File: src/rtl/tone_sequencer.sv
// Melody player: walks one track of a shared half-period ROM at a fixed beat rate
// and streams a signed square wave (with rests) into the audio output FIFO.
module tone_sequencer #(
    parameter int NUM_TRACKS  = 4,
    parameter int NOTE_W      = 10,
    parameter int HP_W        = 19,
    parameter int BEAT_CYCLES = 2500000,
    parameter int AMPLITUDE   = 100000000,
    localparam int TRK_W      = (NUM_TRACKS > 1) ? $clog2(NUM_TRACKS) : 1
) (
    input  logic                     CLOCK_50,
    input  logic                     resetn,
    input  logic [TRK_W-1:0]         play_sel,
    input  logic                     play_req,
    input  logic                     stop,
    input  logic                     loop_en,
    output logic [TRK_W+NOTE_W-1:0]  rom_addr,
    input  logic [HP_W-1:0]          rom_q,
    input  logic                     audio_out_allowed,
    output logic signed [31:0]       sample_out,
    output logic                     write_audio_out,
    output logic                     busy,
    output logic                     done
);

    localparam int BEAT_W = $clog2(BEAT_CYCLES);
    localparam logic [BEAT_W-1:0] BEAT_LAST = BEAT_W'(BEAT_CYCLES - 1);
    localparam logic signed [31:0] AMP = 32'(AMPLITUDE);

    typedef enum logic [2:0] {
        S_IDLE,
        S_FETCH,
        S_WAIT,
        S_PLAY,
        S_END
    } state_t;

    state_t                    state_q, state_d;
    logic [TRK_W-1:0]          track_q, track_d;
    logic [NOTE_W-1:0]         note_q, note_d, note_nxt;
    logic [HP_W-1:0]           hp_q, hp_d;
    logic [BEAT_W-1:0]         beat_q, beat_d;
    logic [HP_W-1:0]           per_q, per_d;
    logic                      phase_q, phase_d;
    logic [TRK_W+NOTE_W-1:0]   rom_addr_q, rom_addr_d;
    logic signed [31:0]        sample_q, sample_d;
    logic                      write_q, write_d;
    logic                      done_q, done_d;

    function automatic logic signed [31:0] tone_level(input logic ph);
        return ph ? AMP : -AMP;
    endfunction

    assign busy            = (state_q != S_IDLE);
    assign rom_addr        = rom_addr_q;
    assign sample_out      = sample_q;
    assign write_audio_out = write_q;
    assign done            = done_q;

    always_comb begin
        state_d    = state_q;
        track_d    = track_q;
        note_d     = note_q;
        hp_d       = hp_q;
        beat_d     = beat_q;
        per_d      = per_q;
        phase_d    = phase_q;
        rom_addr_d = rom_addr_q;
        done_d     = 1'b0;
        note_nxt   = note_q + 1'b1;
        sample_d   = (state_q == S_PLAY && hp_q != '0) ? tone_level(phase_q) : '0;
        write_d    = busy & audio_out_allowed;

        if (stop) begin
            state_d  = S_IDLE;
            sample_d = '0;
            write_d  = 1'b0;
        end else if (play_req) begin
            // New request restarts from note 0 regardless of current state
            track_d    = play_sel;
            note_d     = '0;
            rom_addr_d = {play_sel, {NOTE_W{1'b0}}};
            state_d    = S_FETCH;
            sample_d   = '0;
        end else begin
            case (state_q)
                S_FETCH: state_d = S_WAIT;
                S_WAIT: begin
                    hp_d = rom_q;
                    if (rom_q == '1) begin
                        state_d = S_END;
                    end else begin
                        beat_d  = '0;
                        per_d   = '0;
                        phase_d = 1'b0;
                        state_d = S_PLAY;
                    end
                end
                S_PLAY: begin
                    beat_d = beat_q + 1'b1;
                    if (hp_q != '0) begin
                        if (per_q == hp_q - 1'b1) begin
                            per_d   = '0;
                            phase_d = ~phase_q;
                        end else begin
                            per_d = per_q + 1'b1;
                        end
                    end
                    if (beat_q == BEAT_LAST) begin
                        // Last index ends the track rather than spilling into the next one
                        if (note_q == '1) begin
                            state_d = S_END;
                        end else begin
                            note_d     = note_nxt;
                            rom_addr_d = {track_q, note_nxt};
                            state_d    = S_FETCH;
                        end
                    end
                end
                S_END: begin
                    if (loop_en) begin
                        note_d     = '0;
                        rom_addr_d = {track_q, {NOTE_W{1'b0}}};
                        state_d    = S_FETCH;
                    end else begin
                        done_d  = 1'b1;
                        state_d = S_IDLE;
                    end
                end
                default: state_d = S_IDLE;
            endcase
        end
    end

    always_ff @(posedge CLOCK_50 or negedge resetn) begin
        if (!resetn) begin
            state_q    <= S_IDLE;
            track_q    <= '0;
            note_q     <= '0;
            hp_q       <= '0;
            beat_q     <= '0;
            per_q      <= '0;
            phase_q    <= 1'b0;
            rom_addr_q <= '0;
            sample_q   <= '0;
            write_q    <= 1'b0;
            done_q     <= 1'b0;
        end else begin
            state_q    <= state_d;
            track_q    <= track_d;
            note_q     <= note_d;
            hp_q       <= hp_d;
            beat_q     <= beat_d;
            per_q      <= per_d;
            phase_q    <= phase_d;
            rom_addr_q <= rom_addr_d;
            sample_q   <= sample_d;
            write_q    <= write_d;
            done_q     <= done_d;
        end
    end

endmodule

File: config.mk
export PLATFORM = sky130hd
export DESIGN_NAME = tone_sequencer
export DESIGN_NICKNAME = d
export VERILOG_FILES = /design/src/rtl/tone_sequencer.sv
export SDC_FILE = /design/constraint.sdc
export NUM_CORES = 1
export LEC_CHECK = 0
export BUFFER_PORTS_ARGS = -buffer_cell sky130_fd_sc_hd__buf_2
export CAP_MARGIN = 20
export CORE_ASPECT_RATIO = 1.4
export CORE_MARGIN = 5
export CORE_UTILIZATION = 50
export CTS_BUF_LIST = sky130_fd_sc_hd__clkbuf_8
export DETAILED_ROUTE_END_ITERATION = 10
export PLACE_DENSITY = 0.69
export SYNTH_ARGS = -nofsm -noshare
export SYNTH_HDL_FRONTEND = slang
export SYNTH_SLANG_ARGS = --single-unit
File: constraint.sdc
create_clock -name CLOCK_50 -period 4.2 [get_ports CLOCK_50]
set_input_delay 0.21 -clock CLOCK_50 [delete_from_list [all_inputs] [get_ports CLOCK_50]]
set_output_delay 0.21 -clock CLOCK_50 [all_outputs]
set_load 0.01 [all_outputs]
==> flow_summary.yaml <==
pwr:
  ir_drop_uv: 181.9
  power_density_nw_per_um2: 353.6
  leakagePower_uw: 0.002547
critical_path:
  cp_data_required_time_ns: 4.46
  crit_slowest_cell: "or3b_2"
  cp_data_arrival_time_ns: 3.52
  worstSetupStartpointType: "flip-flop"
  path_max_fanout: 11
  path_cells: "inv_1 > ha_1 > or3b_2 > o32ai_1 > o211ai_1 > nor4_1 > and4_4 > a31o_1 > o21ai_0 > a22o_2"
  endpoint_kind: "flip-flop"
  critical_path_class: "flip-flop to flip-flop"
  slowest_delay_ns: 0.54
die:
  dieArea_um2: 11920
  die_w_um: 93.73
  die_y_um: 127.2
  initial_utilization_pct: 51.59
  rows: 42
  ios: 74
  fp.coreArea_um2: 9512
logic_synthesis:
  netlist_area_um2: 4907
  ys_warn_count: 0
  synth_seq_cells: 83
  seq_area_frac_synth_pct: 42.33
  synthSimpleGateAreaFrac_pct: 22.92
  synth-compound-area-share_pct: 10.28
  ys.flop_type: "dfrtp_1"
  yosys.area_share.adder_pct: 1.275
  ys_async_sr_fraction_pct: 100.0
  synth_top_family_by_area: "simple AND/OR/NAND/NOR gates"
  post_synth.cell_area_avg_um2: 9.584
  synthCells: 512
  synthXorXnorAreaFrac_pct: 9.459
  synth.area.mux_share_pct: 6.323
  synth_edf_count: 0
  ys_types: 57
timing:
  finalHoldViolCount: 0
  grt_setup_unrepaired: "false"
  finalCritPeriodShare_pct: 77.83
  fmax_mhz: 305.9
  fin_skew_ns: 0.008513
  setup_violations: 0
  tns_ns: 0
  final_max_slew_viol_count: 0
  slew_headroom_pct: 46.03
  worstMarginPinSlew_ns: 0.8022
  final.min_clock_period_ns: 3.269
drt:
  drc_errors: 0
  wl_per_cell_um: 16.06
  vias_per_cell: 5.513
  drt_iter0_drc: 162
  wirelength_mm: 11.08
  ant_nets: 0
  first_pass_iters: 4
  dr_total_vias: 3804
placement:
  gp_congestion: 0.9447
  hpwl_mm: 8.217
  placed_area_um2: 5137
  placed_cells: 672
  io_buffers: 65
grt:
  grt_max_degree: 84
  antenna_found_initial: 0
  gr-total-overflow: 0
  first_global_vias: 4003
  grt_pass1_wl_mm: 18.97
  grt_usage_pct: 19.67
layout:
  multiInputGateArea_um2: 2496
  instances_no_fill: 690
  area_delta_synth_final_pct: 9.714
  design_area_um2: 5384
  fillers: 865
  drive_above_1_share_pct: 23.12
  antenna_cells: 0
  regArea_um2: 2077
  final_nets: 585
  post-route-util_pct: 56.60
min_path:
  hold_path_class: "primary input to flip-flop"
clocking:
  htree_levels: 3
  cts_tree: "built"
  clk_pin_slew_ns: 0.08
  cts-root-buf: "clkbuf_8"
  clock_path_buffers: 2
  clock_latency_ns: 0.36
  cts.sinks: 83
  cts_setup_buffers: 0
  cts_buffers: 9
job:
  maxCapViolCount: 0
status:
  status: "finished clean"
==> worst max-delay path, delay by kind of cell, from the launching register on <==
| family | cells | cell delay (ns) |
|---|---|---|
| compound gates | 5 | 1.23 |
| fa+ha+maj | 1 | 0.30 |
| simple gates | 3 | 1.10 |
| flops | 1 | 0.42 |
| buf+inv | 1 | 0.11 |
==> registers in the layout, summed over array words and instances (netlist names), 2 cells and up <==
| register | cells |
|---|---|
| track_q | 2 |
| per_q | 19 |
| note_q | 9 |
| rom_addr | 3 |
| hp_q | 19 |
| state_q | 3 |
| sample_out | 3 |
| beat_q | 22 |
==> worst paths after layout <==
kind                                              from  cells past startpoint  slack (ns)                      to
worst min register to register  state_q[2]$_DFFE_PN0P_                      1        0.48  state_q[1]$_DFFE_PN0P_
max in group asynchronous                       resetn                      3        3.36   per_q[14]$_DFFE_PN0P_
worst max register to register     hp_q[0]$_DFFE_PN0P_                     10        0.93    per_q[6]$_DFFE_PN0P_
worst max-delay path               hp_q[0]$_DFFE_PN0P_                     10        0.93    per_q[6]$_DFFE_PN0P_
worst min-delay path                          rom_q[1]                      3        0.07     hp_q[1]$_DFFE_PN0P_
min in group asynchronous                       resetn                      2        0.23     hp_q[2]$_DFFE_PN0P_
==> timing repair <==
item                                   CTS  global route
hold buffers                             0             1
resized for setup                        0             0
endpoints found under the hold margin    0            10
==> metal layers <==
layer	share of wire [%]	wire length [um]	GRT usage [%]
met5	0	0	0
met4	2.7	302	8.673
met3	2.5	280	2.529
met2	54	6034	35.51
met1	40	4465	22.98
==> through the flow <==
stage | setup WS, ns | hold slack, ns | total power, uW
5_1_grt | 0.7555 | 0.09429 | 2004
3_5_place_dp | 0.9765 | 0.4410 | 1298
3_3_place_gp | 1.036 | 0.4382 | 1291
6_report | 0.9313 | 0.07373 | 1904
4_1_cts | 0.9604 | 0.06043 | 1916
2_1_floorplan | 1.329 | -0.08559 | 1196
==> logic make-up after synthesis <==
group                      Yosys count
muxes                               27
buffers and inverters               59
and+or+nand+nor                    208
adders and majority gates            5
other                                1
AOI/OAI and AO/OA                   76
xor gates and xnor gates            53
DFF                                 83
==> synthesized netlist by cell type, types with 5 or more instances <==
cell type   n  area (um^2)
buf_4      29        217.7
mux2_2     22        247.7
nand3_1    24        120.1
nand4_1    17        106.4
xor2_1     31        271.5
nor4_1      6        37.54
or3_1      13        81.33
and3_1     11        68.82
nor2_1     54        202.7
o21ai_0    26        130.1
a21oi_1    17        85.08
dfrtp_1    83         2077
ha_1        5        62.56
xnor2_1    22        192.7
a22o_2      8        80.08
nor2b_1    12        75.07
clkbuf_1   14        52.55
nor3_1     13        65.06
inv_1      11        41.29
nand2_1    28        105.1
==> power breakdown <==
group / total [uW] / switching, uW / internal (uW)
combinational: 358 / 188 / 170
sequential: 930 / 79.2 / 851
clock: 616 / 287 / 328
==> layout by cell type, fill, tap and decap left out, types with 4 or more instances in the layout <==
cell type | Yosys | layout
nor4b_1 | 4 | 4
nand2_1 | 28 | 28
buf_2 | 0 | 64
mux2i_1 | 4 | 4
dfrtp_1 | 83 | 83
clkbuf_8 | 0 | 9
or3_1 | 13 | 13
nor2_1 | 54 | 54
nor2b_1 | 12 | 12
ha_1 | 5 | 5
o21ai_0 | 26 | 26
conb_1 | 1 | 8
a21oi_1 | 17 | 17
o211ai_1 | 4 | 4
mux2_2 | 22 | 22
a22o_2 | 8 | 8
nand3_1 | 24 | 24
xnor2_1 | 22 | 22
nor3b_1 | 4 | 4
a22o_1 | 4 | 4
buf_4 | 29 | 5
and3_1 | 11 | 11
xor2_1 | 31 | 31
nor3_1 | 13 | 13
inv_1 | 11 | 13
nand4_1 | 17 | 17
nor4_1 | 6 | 6
==> final cells by class <==
class                           instances  share of cell area, %
Clock inverter                          7                  1.580
Tap cell                              132                  3.068
Timing Repair Buffer                   71                  7.344
Clock buffer                            9                  2.301
Inverter                               11                 0.7669
Sequential cell                        83                  38.58
Multi-Input combinational cell        377                  46.36
Power figures use the tool's default switching activity.
